## config.mk

```make
export PLATFORM = sky130hd
export DESIGN_NAME = rf_writeback_arbiter
export DESIGN_NICKNAME = d
export VERILOG_FILES = /design/src/rtl/rf_writeback_arbiter.sv
export SDC_FILE = /design/constraint.sdc
export NUM_CORES = 1
export LEC_CHECK = 0
export ABC_AREA = 1
export CAP_MARGIN = 40
export CORE_ASPECT_RATIO = 1.1
export CORE_UTILIZATION = 46
export CTS_BUF_LIST = sky130_fd_sc_hd__clkbuf_4
export DETAILED_ROUTE_END_ITERATION = 8
export GPL_TIMING_DRIVEN = 0
export HOLD_SLACK_MARGIN = 0.03
export PLACE_DENSITY = 0.78
export SLEW_MARGIN = 20
export SYNTH_ARGS = -nofsm -noshare
export SYNTH_HDL_FRONTEND = slang
export SYNTH_SLANG_ARGS = --single-unit
```

## constraint.sdc

```tcl
create_clock -name clk -period 2.6 [get_ports clk]
set_input_delay 0.52 -clock clk [delete_from_list [all_inputs] [get_ports clk]]
set_output_delay 0.52 -clock clk [all_outputs]
set_load 0.02 [all_outputs]
```

## src/rtl/rf_writeback_arbiter.sv

```systemverilog
// Register-file write-port arbiter: merges non-stallable ALU results with
// buffered long-latency results and tracks pending destinations (busy bits).
module rf_writeback_arbiter #(
   parameter int XLEN       = 32,
   parameter int FIFO_DEPTH = 2
) (
   input  logic            clk,
   input  logic            rst,
   input  logic            alu_valid,
   input  logic [4:0]      alu_rd,
   input  logic [XLEN-1:0] alu_wdata,
   input  logic            lsu_valid,
   output logic            lsu_ready,
   input  logic [4:0]      lsu_rd,
   input  logic [XLEN-1:0] lsu_wdata,
   input  logic            issue_valid,
   input  logic [4:0]      issue_rd,
   output logic [31:0]     busy,
   output logic            rf_en,
   output logic [4:0]      rd,
   output logic [XLEN-1:0] wdata,
   output logic            hazard_err
);

   localparam int PW = $clog2(FIFO_DEPTH);
   localparam int CW = PW + 1;

   typedef struct packed {
      logic [4:0]      rd;
      logic [XLEN-1:0] data;
   } wb_ent_t;

   wb_ent_t         mem [FIFO_DEPTH];
   logic [PW-1:0]   wr_ptr, rd_ptr;
   logic [CW-1:0]   count;
   wb_ent_t         head;
   logic            fifo_empty, push, pop;

   logic            sel_vld;
   logic [4:0]      sel_rd;
   logic [XLEN-1:0] sel_data;
   logic [31:0]     busy_nxt;

   assign head       = mem[rd_ptr];
   assign fifo_empty = (count == '0);
   // Ready reflects occupancy only; a full FIFO refuses even while popping.
   assign lsu_ready  = (count < CW'(FIFO_DEPTH));
   assign push       = lsu_valid & lsu_ready;
   // ALU has absolute priority; the FIFO head only drains on ALU-idle cycles.
   assign pop        = ~alu_valid & ~fifo_empty;

   // Write-port source selection.
   always_comb begin
      sel_vld  = 1'b0;
      sel_rd   = '0;
      sel_data = '0;
      if (alu_valid) begin
         sel_vld  = 1'b1;
         sel_rd   = alu_rd;
         sel_data = alu_wdata;
      end else if (pop) begin
         sel_vld  = 1'b1;
         sel_rd   = head.rd;
         sel_data = head.data;
      end
   end

   // Scoreboard next state: pop clears, issue sets afterwards so set wins.
   always_comb begin
      busy_nxt = busy;
      if (pop)
         busy_nxt[head.rd] = 1'b0;
      if (issue_valid && issue_rd != 5'd0)
         busy_nxt[issue_rd] = 1'b1;
      busy_nxt[0] = 1'b0;
   end

   // FIFO storage; contents need no reset since count gates every read.
   always_ff @(posedge clk) begin
      if (push)
         mem[wr_ptr] <= '{rd: lsu_rd, data: lsu_wdata};
   end

   // FIFO pointers and occupancy; power-of-two depth lets pointers wrap freely.
   always_ff @(posedge clk or posedge rst) begin
      if (rst) begin
         wr_ptr <= '0;
         rd_ptr <= '0;
         count  <= '0;
      end else begin
         if (push) wr_ptr <= wr_ptr + PW'(1);
         if (pop)  rd_ptr <= rd_ptr + PW'(1);
         case ({push, pop})
            2'b10:   count <= count + CW'(1);
            2'b01:   count <= count - CW'(1);
            default: count <= count;
         endcase
      end
   end

   // Registered write port, scoreboard and hazard flag.
   always_ff @(posedge clk or posedge rst) begin
      if (rst) begin
         rf_en      <= 1'b0;
         rd         <= '0;
         wdata      <= '0;
         busy       <= '0;
         hazard_err <= 1'b0;
      end else begin
         // x0 writes still consume their slot but never reach the file.
         rf_en      <= sel_vld & (sel_rd != 5'd0);
         if (sel_vld) begin
            rd    <= sel_rd;
            wdata <= sel_data;
         end
         busy       <= busy_nxt;
         hazard_err <= alu_valid & (alu_rd != 5'd0) & busy[alu_rd];
      end
   end

endmodule
```

# [Yosys cells after proc, flatten, opt, wreduce, memory -nomap -nowiden]
# Memories as Yosys holds them, arrays and structs flattened.
# Cells that the tools add are included.
[classes] add_sub_neg=4 n_lt_le_gt_ge=6 eq_ne=2 muxes=17 bitwise=10 n_reduce_logical=8
[op_table] cell="$mux 32" count=4
[op_table] cell="$and 32x32->32" count=1
[op_table] cell="$not 32->32" count=1
[op_table] cell="$or 32x32->32" count=1
[op_table] cell="$lt 5x6->1 const B" count=3
[op_table] cell="$reduce_bool 5->1" count=3
[op_table] cell="$demux 1 s5" count=2
[op_table] cell="$ge 5x1->1 const B" count=2
[op_table] cell="$mux 5" count=2
[op_table] cell="$mux 1" count=7
[op_table] cell="$and 1x1->1" count=5
[op_table] cell="$bmux 1 s5" count=1
[op_table] cell="$pmux 2 s2" count=1
[op_table] cell="$logic_and 1x1->1" count=3
[op_table] cell="$add 1x1->1 const B" count=2
[op_table] cell="$add 2x1->2 const B" count=1
[op_table] cell="$eq 2x1->1 const B" count=1
[op_table] cell="$eq 2x2->1 const B" count=1
[op_table] cell="$logic_not 2->1" count=1
[op_table] cell="$lt 2x2->1 const B" count=1
[op_table] cell="$not 1->1" count=2
[op_table] cell="$reduce_bool 2->1" count=1
[op_table] cell="$sub 2x1->2 const B" count=1
[word_totals] register_bits=74 ramBits=74 in_bits=84 out_inout_bits=72 elab_cells=56 memories=1
[memory_table] name="mem" depth=2 width=37 read_ports=1 rd_clocked_by_memory_dff=0 write_ports=1 line="33" source="wb_ent_t mem [FIFO_DEPTH];"

# [Depth between registers and ports, before layout]
# Gate-level depths: netlist of run 1.
# An unclocked memory read counts as a cell.
[depth] depth_word=10 depth_mapped=10 mapped_depth_nobuf=9

# [Worst setup path before layout of run 1]
# No wires, ideal clock.
[synth_timing] path_kind="register to register" startpoint="reg count[1]" endpoint="mem mem[0][0] in the netlist's numbering, enable pin" setup_ps=431 arrival_ps=2284 required_ps=2169 path_slack_ps=-116 path_stages_with_launch=4 path_buffers=0 period_less_slack_ps=2716 path_cell_list="dfrtp_1 -> inv_1 -> nand2_1 -> nor2_1"
[synth_between] elab_chain_len=4
[synth_rtl] item="from (decl)" line="35" source="logic [CW-1:0] count;"
[synth_rtl] item="from (signal assigned)" line="94" source="2'b10: count <= count + CW'(1);"
[synth_rtl] item="from (signal assigned)" line="95" source="2'b01: count <= count - CW'(1);"
[synth_rtl] item="from (signal assigned)" line="96" source="default: count <= count;"
[synth_rtl] item="$lt 2x2->1" line="47" source="assign lsu_ready = (count < CW'(FIFO_DEPTH));"
[synth_rtl] item="net lsu_ready" line="13" source="output logic lsu_ready,"
[synth_rtl] item="$and 1x1->1" line="48" source="assign push = lsu_valid & lsu_ready;"
[synth_rtl] item="$mux 1" line="80" source="if (push)"
[synth_rtl] item="$mux 1 (implied by the code)" line="81" source="mem[wr_ptr] <= '{rd: lsu_rd, data: lsu_wdata};"
[synth_rtl] item="to (decl)" line="33"
# The timed path passes the listed nets, and every way through them passes these cells.

# [Final worst setup path of run 1]
[layout_timing] startpoint="reg count[1]" endpoint="out lsu_ready"
[layout_between] elab_chain_len=1
[layout_rtl] item="$lt 2x2->1" line="47"
[layout_rtl] item="to (decl)" line="13"
# Every way passes these cells.

==> results.py, run 1 <==
metrics = {
    "synthesis": {
        "synthTopCellsByCount": "nand2_1 (201), nand3_1 (85), dfrtp_1 (74), edfxtp_1 (74), o21ai_0 (66)",
        "synth_area_mm2": 0.006243,
        "netlist.area_leader.share_pct": 35.59,
        "synth_most_common_cell": "nand2_1",
        "synth.distinct_cells": 27,
        "synthCells": 638,
        "yosysTopAreaCell": "edfxtp_1",
        "synth_edf_count": 74,
        "yosys-top-cells-area": "edfxtp_1 (36%), dfrtp_1 (30%), nand2_1 (12%)",
        "async_flop_share_pct": 50.00,
        "seq_area_frac_synth_pct": 65.25,
        "ys.warnings.count": 0,
        "synth-main-ff-cell": "edfxtp_1",
        "syn_nets": 723,
        "ys_ff_latch": 148,
        "syn_avg_cell_area_um2": 9.786,
    },
    "route": {
        "drt_iter0_markers": 414,
        "routed_wl_um": 17080,
        "drc": 0,
        "drt_pass1_iterations": 5,
        "ant_nets": 0,
        "via_per_inst": 5.398,
        "wl_per_cell_um": 17.29,
        "num_vias": 5333,
    },
    "timing": {
        "slew_violations": 0,
        "setup_violations": 0,
        "fmax_mhz": 459.0,
        "fin_setup_tns_ps": 0,
        "hold_viol": 0,
        "skew_ps": 17.36,
        "fin_crit_ps": 2179,
        "worst_pin_slew_ps": 591.0,
        "rsz0062_at_grt": "no",
        "holdWs_ps": 311.8,
        "finalCritPeriodShare_pct": 83.80,
        "maxSlewHeadroom_pct": 60.60,
    },
    "floorplanning": {
        "row_count": 44,
        "dieArea_mm2": 0.01404,
        "initial_utilization_pct": 47.25,
        "boundaryPins": 156,
        "die_y_um": 124.2,
        "fp.coreArea_mm2": 0.01321,
        "fp.dieW_um": 113.1,
    },
    "global_route": {
        "grt_usage_pct": 24.89,
        "grt_pass1_vias": 5304,
        "grt_pass1_wl_um": 26180,
        "grt_overflow": 0,
        "antenna_found_initial": 0,
        "grt_max_degree": 51,
    },
    "placement": {
        "hpwl_um": 12670,
        "place_congestion": 0.9281,
        "numPortBuffers": 153,
    },
    "clock_tree": {
        "ctsResizeCount": 0,
        "cts_hold_buffers": 0,
        "cts.clk_slew.worst_paths_ps": 130,
        "htreeDepth": 4,
        "cts_root_buffer": "clkbuf_4",
        "clock_path_buffers": 2,
        "cts_num_sinks": 148,
        "post_cts_buffers": 0,
        "clock_latency_ps": 530,
        "cts-buffers-inserted": 17,
        "cts_tree": "yes",
    },
    "power_and_ir_drop": {
        "peakVddDrop_v": 0.0004364,
        "p_leak_nw": 3.475,
        "power_density_mw_per_mm2": 1054,
    },
    "cells_and_area": {
        "drive_gt1_share_pct": 6.538,
        "nNetsFinal": 898,
        "syn2layout_area_growth_pct": 34.63,
    },
    "setup_path": {
        "end_kind": "primary output",
        "crit_path_start_kind": "flip-flop",
        "path_max_fanout": 3,
        "critPathArrivalTime_ps": 1660,
        "critPathKind": "flip-flop to primary output",
        "cp_slowest_cell": "clkdlybuf4s50_1",
        "crit_chain": "inv_1 > clkdlybuf4s50_1",
        "max_stage_delay_ps": 620,
        "crit_required_ps": 2080,
    },
    "flow_run": {
        "max_cap_violations": 0,
    },
    "worst_hold_path": {
        "min_path_type": "primary input to asynchronous set/reset pin",
    },
    "outcome": {
        "status": "finished, final reports clean",
    },
}
## state kept, by name (all words and copies together) (netlist names)
signal,count
mem,74
wr_ptr,1
rd_ptr,1
hazard_err,1
busy,31
rd,5
rf_en,1
count,2
wdata,32
## worst paths after layout
kind | startpoint | end | slack [ps] | cells after the start
worst max-delay path | count[1] | lsu_ready | 420 | 2
worst min-delay path | rst | busy[7] | 310 | 2
worst max register to register | count[0] | count[1] | 570 | 8
worst min register to register | count[0] | count[0] | 530 | 1
max in group asynchronous | rst | rd[0] | 1700 | 3
min in group clk | alu_valid | wdata[29] | 380 | 3
## cells by family (layout without fill, tap and decap cells)
family,after synthesis,in the layout,synth area share [%]
compound gates,88,88,7.976
xor+xnor,4,4,0.5612
fa+ha+maj,1,1,0.2004
buf+inv,67,255,4.329
flops,148,148,65.25
other cells,1,2,0.06006
simple gates,329,329,21.62
## metrics by stage
step	total power, mW	setup slack [ps]	instances	area (um^2)	utilization, %
2_1_floorplan	5.519	-115.5	638	6243	-
3_3_place_gp	7.089	-1379	952	7976	60.37
3_5_place_dp	7.286	347.3	955	8077	61.13
4_1_cts	8.881	377.0	987	8403	63.60
5_1_grt	9.364	327.8	987	8403	63.60
6_report	8.863	421.3	988	8406	63.62
## metal layers
layer  share of wire, %  GRT usage, %  wire length (um)  up-vias
met5                  0             0                 0        -
met3                7.2         6.131              1222       44
met4                2.9         11.35               493        0
li1                   -             -                 -     2499
met2                 50         43.33              8539      254
met1                 40         29.33              6823     2536
## report_power, final
group	leakage, nW	switching (mW)	internal (mW)
combinational	1.73	2.12	1.48
sequential	1.57	0.461	3.19
clock	0.171	0.822	0.786
## layout make-up
type,count,area (um^2)
plain buffers,28,123.9
flip-flops and latches,148,4074
multi-input cells,423,1914
inverters,39,148.9
repair buffers,156,1614
well taps,161,201.4
fillers,1081,4807
clock buffers,19,142.6
clock inverters,13,183.9
diodes,1,2.502
## placed cells by master (no fill, tap or decap), types with 2 or more instances in the layout
cell type / count
o311ai_0: 7
clkbuf_1: 16
clkbuf_4: 19
nor2_4: 2
a31o_2: 4
clkinv_2: 2
dfrtp_1: 74
edfxtp_1: 74
o21ai_2: 2
o21ai_0: 66
buf_2: 6
nand2_1: 201
bufinv_16: 4
buf_1: 4
nor2_1: 37
a21oi_1: 4
buf_16: 3
clkinvlp_4: 2
o22ai_1: 4
clkinv_1: 2
inv_1: 36
clkdlybuf4s50_1: 153
xor2_1: 3
clkinv_4: 3
or2_2: 2
nand3_1: 85
## critical path: cells and delay by family, from the launching register on
family                 cells  cell delay (ps)
buffers and inverters      2              740
flip-flops                 1              400
(Power assumes the default switching activity.)
==> run 2: changes to the inputs <==
--- a/config.mk
+++ b/config.mk
@@ -8,12 +8,12 @@
 export ABC_AREA = 1
 export CAP_MARGIN = 40
 export CORE_ASPECT_RATIO = 1.1
-export CORE_UTILIZATION = 46
+export CORE_UTILIZATION = 51
 export CTS_BUF_LIST = sky130_fd_sc_hd__clkbuf_4
 export DETAILED_ROUTE_END_ITERATION = 8
 export GPL_TIMING_DRIVEN = 0
 export HOLD_SLACK_MARGIN = 0.03
-export PLACE_DENSITY = 0.78
+export PLACE_DENSITY = 0.82
 export SLEW_MARGIN = 20
 export SYNTH_ARGS = -nofsm -noshare
 export SYNTH_HDL_FRONTEND = slang
==> constraint.sdc (replaced) <==
create_clock -name clk -period 2.05 [get_ports clk]
set_input_delay 0.41 -clock clk [delete_from_list [all_inputs] [get_ports clk]]
set_output_delay 0.41 -clock clk [all_outputs]
set_load 0.02 [all_outputs]
==> run 2 against run 1 <==
Cell count is 0.71% lower. Clock power up 16%. Worst hold slack lost 63 ps. Wire length shrank 0.69%. Core utilization grew 6.4 points. Critical path depth fell by 1. Combinational power increased by 26%. Sequential cell count stayed put. Clock skew grew 2.6 ps. Global-route usage up 3.3 points.
==> results.py, run 2 (synthesized netlist as in run 1, its figures left out) <==
metrics = {
    "setup_path": {
        "end_kind": "primary output",
        "cp_num_cells": 1,
        "worstRegToRegCells": 5,
        "path_buf_inv": 1,
        "path_max_fanout": 3,
        "crit_chain": "clkdlybuf4s50_1",
        "cpLargestDelayFamily": "buffers and inverters",
        "critPathKind": "flip-flop to primary output",
        "crit_required_ps": 1640,
        "critPathArrivalTime_ps": 1570,
        "crit_path_start_kind": "flip-flop",
        "max_stage_delay_ps": 620,
        "cp_slowest_cell": "clkdlybuf4s50_1",
    },
    "cells_and_area": {
        "diodes": 0,
        "nNetsFinal": 899,
        "reg.largest.list": "mem: 74 flops, wdata: 32 flops, busy: 31 flops",
        "layout_common_cells": "nand2_1 (201), clkdlybuf4s50_1 (147), nand3_1 (85)",
        "top_register": "mem",
        "drive_gt1_share_pct": 6.651,
        "syn2layout_area_growth_pct": 34.43,
        "nFillCells": 921,
        "final_common_cell": "nand2_1",
        "largest_reg_flops": 74,
        "design_area_mm2": 0.008393,
    },
    "route": {
        "wl_per_cell_um": 17.29,
        "m1WireLength_um": 6683,
        "dr_wl_met3_um": 1394,
        "via_per_inst": 5.460,
        "num_vias": 5356,
        "drc": 0,
        "drt_pass1_iterations": 4,
        "top_layer_used": "met4",
        "routed-wl-met2_um": 8457,
        "routed_wl_um": 16960,
        "ant_nets": 0,
        "drt_iter0_markers": 350,
    },
    "clock_tree": {
        "post_cts_buffers": 0,
        "cts.clk_slew.worst_paths_ps": 120,
        "htreeDepth": 4,
        "cts_num_sinks": 148,
        "cts_root_buffer": "clkbuf_4",
        "cts-buffers-inserted": 17,
        "cts_hold_buffers": 0,
        "clock_latency_ps": 530,
        "clock_path_buffers": 2,
        "cts_tree": "yes",
    },
    "placement": {
        "hpwl_um": 12490,
        "dpl_cell_area_mm2": 0.008074,
        "place_ws_ps": -88.78,
        "place_congestion": 0.9245,
        "numPortBuffers": 153,
    },
    "timing": {
        "maxSlewHeadroom_pct": 60.39,
        "hold_viol": 0,
        "fmax_mhz": 504.2,
        "fin_crit_ps": 1984,
        "skew_ps": 19.93,
        "finalCritPeriodShare_pct": 96.76,
        "rsz0062_at_grt": "no",
        "fin_ws_ps": 66.49,
        "worst_pin_slew_ps": 594.1,
        "setup_violations": 0,
        "slew_violations": 0,
    },
    "floorplanning": {
        "boundaryPins": 156,
        "dieArea_mm2": 0.01269,
        "die_y_um": 118.0,
        "initial_utilization_pct": 52.11,
        "fp.coreArea_mm2": 0.01198,
        "row_count": 42,
        "fp.dieW_um": 107.5,
    },
    "global_route": {
        "antenna_found_initial": 0,
        "grt_overflow": 0,
        "grt_pass1_wl_um": 27040,
        "grt_usage_pct": 28.24,
        "grt_max_degree": 36,
        "grt_pass1_vias": 5430,
    },
    "power_and_ir_drop": {
        "peakVddDrop_v": 0.0007218,
        "power_density_mw_per_mm2": 1315,
        "p_leak_nw": 3.510,
    },
    "worst_hold_path": {
        "min_path_type": "primary input to asynchronous set/reset pin",
    },
    "outcome": {
        "status": "finished, final reports clean",
    },
    "flow_run": {
        "max_cap_violations": 0,
    },
}
==> run 2: changes by cell type in the layout (fill, tap and decap cells not counted), sizes merged <==
cell	previous run	this run
clkdlybuf4s50	153	147
inv	39	37
diode	1	0
dlygate4sd2	0	1
bufinv	4	3
clkinvlp	2	4
dlymetal6s2s	0	5
clkbuf	35	37
==> run 2: path summary, 6_finish.rpt <==
| check | start | slack (ps) | end |
|---|---|---|---|
| setup / recovery | busy[26] | 70 | busy[26] |
| hold / removal | rst | 250 | wdata[6] |
| setup reg to reg | rd_ptr | 140 | busy[22] |
| hold reg to reg | count[0] | 530 | count[0] |
| max in group asynchronous | rst | 1070 | wdata[28] |
| min in group clk | alu_valid | 300 | wdata[29] |
==> run 2: where the power goes <==
| group | internal, mW | total (mW) | switching [mW] |
|---|---|---|---|
| combinational | 1.87 | 4.56 | 2.69 |
| clock | 0.870 | 1.86 | 0.987 |
| sequential | 4.05 | 4.62 | 0.577 |
==> run 2: layer usage <==
metal,global-route usage [%],vias to the layer above
met1,34.99,2552
li1,-,2505
met2,47.00,259
met3,7.032,40
met5,0,-
met4,11.56,0
==> run 2: area by class of cell <==
| class | instances | area (um^2) | share of cell area (%) |
|---|---|---|---|
| flip-flops and latches | 148 | 4075 | 48.55 |
| multi-input cells | 423 | 1924 | 22.93 |
| repair buffers | 157 | 1630 | 19.42 |
| well taps | 154 | 192.7 | 2.296 |
| clock buffers | 20 | 150.1 | 1.789 |
| inverters | 39 | 150.1 | 1.789 |
| clock inverters | 12 | 141.4 | 1.685 |
| plain buffers | 28 | 128.9 | 1.535 |
==> run 2: timing repair <==
item,4_1_cts,5_1_grt
pin swaps,0,0
endpoints found under the setup margin,1,6
resized for setup,1,12
gates cloned,0,0
==> run 2: metrics by stage <==
stage	hold WS [ps]	total power, mW	utilization, %	instances	TNS, ps
after CTS	213.3	11.05	69.81	981	0
after floorplan	482.5	7.000	-	638	-5264
after detailed placement	511.8	9.210	67.39	949	-155.9
after global routing	245.9	11.67	70.05	981	0
final	248.5	11.04	70.05	981	0
after global placement	499.4	8.980	66.57	945	-68760
==> RTL change 1 (flow settings as in run 1) <==
The parameter `XLEN` goes from 32 to 16.
--- a/src/rtl/rf_writeback_arbiter.sv
+++ b/src/rtl/rf_writeback_arbiter.sv
@@ -1,7 +1,7 @@
 // Register-file write-port arbiter: merges non-stallable ALU results with
 // buffered long-latency results and tracks pending destinations (busy bits).
 module rf_writeback_arbiter #(
-   parameter int XLEN       = 32,
+   parameter int XLEN       = 16,
    parameter int FIFO_DEPTH = 2
 ) (
    input  logic            clk,
Ports: changed (resized alu_wdata, lsu_wdata and wdata); port bits go from 156 to 108. The function was not compared with the original's and may differ.
==> RTL change 1 against run 1 <==
- wire length is 33% lower
- first-iteration DRC count is 27% lower
- worst setup slack better by 0.057 ns
- global-route usage is 0.61 points lower
- cell area is 30% lower
- power is 29% lower
- sequential cell count is 48 lower
- synthesized area is 28% lower
- non-clock buffer count is 62 lower
- largest cell class unchanged
- largest power group is now combinational logic
- highest routed layer unchanged
==> RTL change 1: results (changes against run 1) <==
- Status: completed
- H-tree Lvls: 3 (-1)
- Routed met3 length: 738 µm (-40%)
- Vias in the first global route: 3718 (-30%)
- PortBufs: 105 (-31%)
- Max VDD drop: 0.437 mV (about the same)
- Int Power: 3.70 mW (-32%)
- Xor and xnor fraction of the mapped netlist area: 0.00783 (+0.00222)
- Leak: 2.45 nW (-29%)
- Antenna violations before repair: 1 (+1)
- Final WL: 11500 µm (-33%)
- M2 GR Usage: 0.385 (-0.0483)
- Worst R2R Path Depth: 7 (-1)
- Met2 wire length: 5660 µm (-34%)
- Synth Flop Type: dfrtp_1
- Biggest regs: mem x42, busy x31, wdata x16
- Synth unique cells: 31 (+15%)
- Placed cell areas: 5710 µm² (-29%)
- Syn_area_per_cell: 9.64 µm² (-1.5%)
- Final nets: 635 (-29%)
- Compound-Gate Fraction of Synth Area: 0.110 (+0.0304)
- Number of synthesized flops with an enable pin: 42 (-43%)
- GRT met3 Usage: 0.0563 (-0.00504)
- Clk_skew: 0.0190 ns (+0.00161 ns)
- Inst Count DP: 688 (-28%)
- Post-Synth Adder-Cell Area: 0.00280 (+0.000792)
RTL change 1: changes by cell type after synthesis, moves of 16 or more:
| cell | run 1 | this run |
|---|---|---|
| nand3_1 | 85 | 55 |
| nand2_1 | 201 | 119 |
| clkbuf_1 | 16 | 0 |
| dfrtp_1 | 74 | 58 |
| o21ai_0 | 66 | 5 |
| edfxtp_1 | 74 | 42 |
| o21ai_1 | 0 | 65 |
RTL change 1: cell families after synthesis:
kind of cell               count (synthesis)
AOI/OAI and AO/OA                         88
adders and majority gates                  1
and+or+nand+nor                          218
DFF                                      100
buffers and inverters                     52
other                                      1
xor gates and xnor gates                   4
RTL change 1: layout make-up:
class	instances	area, µm²
Fill cell	782	3530
Inverter	37	144
Multi-Input combinational cell	312	1540
Clock buffer	9	67.6
Sequential cell	100	2710
Buffer	15	83.8
Tap cell	117	146
Antenna cell	1	2.50
Clock inverter	7	93.8
Timing Repair Buffer	107	1080
==> RTL change 2 (settings of run 1) <==
Made on the original files. Register the output `hazard_err` once more, cleared by the reset; this adds one clock of latency there. The other outputs are not delayed to match.
--- a/src/rtl/rf_writeback_arbiter.sv
+++ b/src/rtl/rf_writeback_arbiter.sv
@@ -29,6 +29,8 @@
       logic [4:0]      rd;
       logic [XLEN-1:0] data;
    } wb_ent_t;
+
+   logic hazard_err_s0;
 
    wb_ent_t         mem [FIFO_DEPTH];
    logic [PW-1:0]   wr_ptr, rd_ptr;
@@ -105,7 +107,7 @@
          rd         <= '0;
          wdata      <= '0;
          busy       <= '0;
-         hazard_err <= 1'b0;
+         hazard_err_s0 <= 1'b0;
       end else begin
          // x0 writes still consume their slot but never reach the file.
          rf_en      <= sel_vld & (sel_rd != 5'd0);
@@ -114,7 +116,15 @@
             wdata <= sel_data;
          end
          busy       <= busy_nxt;
-         hazard_err <= alu_valid & (alu_rd != 5'd0) & busy[alu_rd];
+         hazard_err_s0 <= alu_valid & (alu_rd != 5'd0) & busy[alu_rd];
+      end
+   end
+
+   always_ff @(posedge clk or posedge rst) begin
+      if (rst) begin
+         hazard_err <= '0;
+      end else begin
+         hazard_err <= hazard_err_s0;
       end
    end
 
Check against the original RTL: not equivalent (a bounded check fails within 4 cycles, from zero or initial values and one cycle with rst high).
==> RTL change 2 against run 1 <==
- worst hold slack got worse by 0.015 ns
- power down 2.2%
- synthesized area rose by 0.40%
- global-route usage is 0.41 points higher
- largest power group unchanged
- wire length hardly changed
- cell area shrank 0.16%
- worst setup slack better by 0.0066 ns
- count of clock-buffer cells in the layout is the same
- sequential cell count increased by 1
- non-clock buffer count is the same
- die area rose by 0.40%
- via count up 2.0%
- sequential power about the same
==> RTL change 2: results (changes against run 1) <==
- Delay-heaviest family, CP: buffers and inverters
- Place WS: 0.296 ns (-0.0514 ns)
- First-pass GRT wire length: 27100 µm (+3.7%)
- Largest net degree at the start of global routing: 53 (+3.9%)
- Final nets: 899 (+0.11%)
- Clk_skew: 0.0220 ns (+0.00467 ns)
- # Post-CTS Setup Buffers: 0 (unchanged)
- CP arrival: approximately 1.7 ns
- Worst-Margin Slew: 0.578 ns (-0.0129 ns)
- Status: completed
- Max VDD drop: 0.434 mV (-0.51%)
- PortBufs: 153 (unchanged)
- Crit-path slowest cell: clkdlybuf4s50_1
- Vias in the first global route: 5486 (+3.4%)
- First-pass DRT Iterations: 5 (unchanged)
- Total track usage: 0.253 (+0.00406)
- Design area: 8390 µm² (-0.16%)
- Gp weighted congestion: 0.947 (+2.0%)
- Dpl hpwl: 12600 µm (-0.70%)
- Vias post-DR: 5437 (+2.0%)
- ANT cells: 0 (-1)
- Crit path max fanout: 3 (unchanged)
- Biggest regs: mem x74, wdata x32, busy x31
- Clock Tree Root: clkbuf_4
- Synth Flop Type: dfrtp_1
- Top post-synthesis cells by area: edfxtp_1 35%, dfrtp_1 30%, nand2_1 12%, nand3_1 6.8%, o21ai_0 5.3%
- Final period utilization: 0.835 (-0.00252)
- Layout cells sized above 1: 0.0653 (-0.0000791)
- Synth unique cells: 27 (unchanged)
- # fillers: 1043 (-3.5%)
- Critical path origin: count[1]$_DFFE_PP0P_
- End of the worst register-to-register path: count[1]$_DFFE_PP0P_
- Worst R2R Path Depth: 8 (unchanged)
- R2r setup slk: 0.55 ns (-0.02 ns)
- Placed cell areas: 8120 µm² (+0.48%)
- Worst-Skew Late Latency: 0.55 ns (+0.02 ns)
- Max clock buf depth: 2 (unchanged)
- Total CTS buffers: 17 (unchanged)
- Inst Count DP: 979 (+2.5%)
- Syn nets: 724 (+0.14%)
- Final WL: 17100 µm (about the same)
- Antenna violations before repair: 0 (unchanged)
- Leak: 3.45 nW (-0.74%)
- Register area share after synthesis: 0.654 (+0.00139)
- Number of synthesized flops with an enable pin: 74 (unchanged)
- Min-delay worst type: input port to asynchronous set/reset pin
- Ys Warns: 0 (unchanged)
- H-tree Lvls: 4 (unchanged)
- Hold WS: 0.297 ns (-0.0149 ns)
- Initial DRC count: 503 (+21%)
- Synth cell count leaders: 201 x nand2_1, 85 x nand3_1, 75 x dfrtp_1
- Fraction of registers with async set/reset: 0.503 (+0.00336)
- Syn_area_per_cell: 9.81 µm² (+0.24%)
- Final std cells w/o fill: 1011 (+2.3%)
- Worst r2r src: count[0]$_DFFE_PP0P_
- CP peak stage delay: 0.62 ns (about the same)
- Crit path to: lsu_ready
==> RTL change 2: routing by layer <==
layer,track usage,up-vias,routed length (µm)
met5,0,-,0
met4,0.107,0,445
met3,0.0657,38,1470
met2,0.437,290,8670
met1,0.297,2604,6500
li1,-,2505,-
==> RTL change 2: layout make-up <==
| class | instances | area share |
|---|---|---|
| plain buffers | 28 | 0.0148 |
| clock buffers | 19 | 0.0170 |
| clock inverters | 13 | 0.0160 |
| inverters | 39 | 0.0177 |
| multi-input cells | 423 | 0.228 |
| flip-flops and latches | 149 | 0.488 |
| well taps | 184 | 0.0274 |
| repair buffers | 156 | 0.191 |
==> RTL change 2: worst min path at each step <==
| stage | from | endpoint | cells past startpoint |
|---|---|---|---|
| after global placement | hazard_err_s0$_DFF_PP0_ | hazard_err$_DFF_PP0_ | 0 |
| after CTS | rst | wdata[18]$_DFFE_PP0P_ | 2 |
| final | rst | hazard_err$_DFF_PP0_ | 2 |
| after detailed placement | hazard_err_s0$_DFF_PP0_ | hazard_err$_DFF_PP0_ | 0 |
| after floorplan | hazard_err_s0$_DFF_PP0_ | hazard_err$_DFF_PP0_ | 0 |
| after global routing | rst | wdata[18]$_DFFE_PP0P_ | 2 |
==> RTL change 2: cell families after synthesis <==
family	after synthesis	synth area share
AO/OA/AOI/OAI	88	0.0794
XOR/XNOR	4	0.00559
adder cells (fa/ha/maj)	1	0.00200
buffers and inverters	67	0.0431
flip-flops	149	0.654
other	1	0.000598
AND/OR/NAND/NOR	329	0.215
==> RTL change 2: report_power, final <==
group	leakage, nW	internal, mW	switching, mW
clock network	0.138	0.585	0.819
registers	1.58	3.21	0.458
logic	1.73	1.47	2.13
total	3.45	5.26	3.40
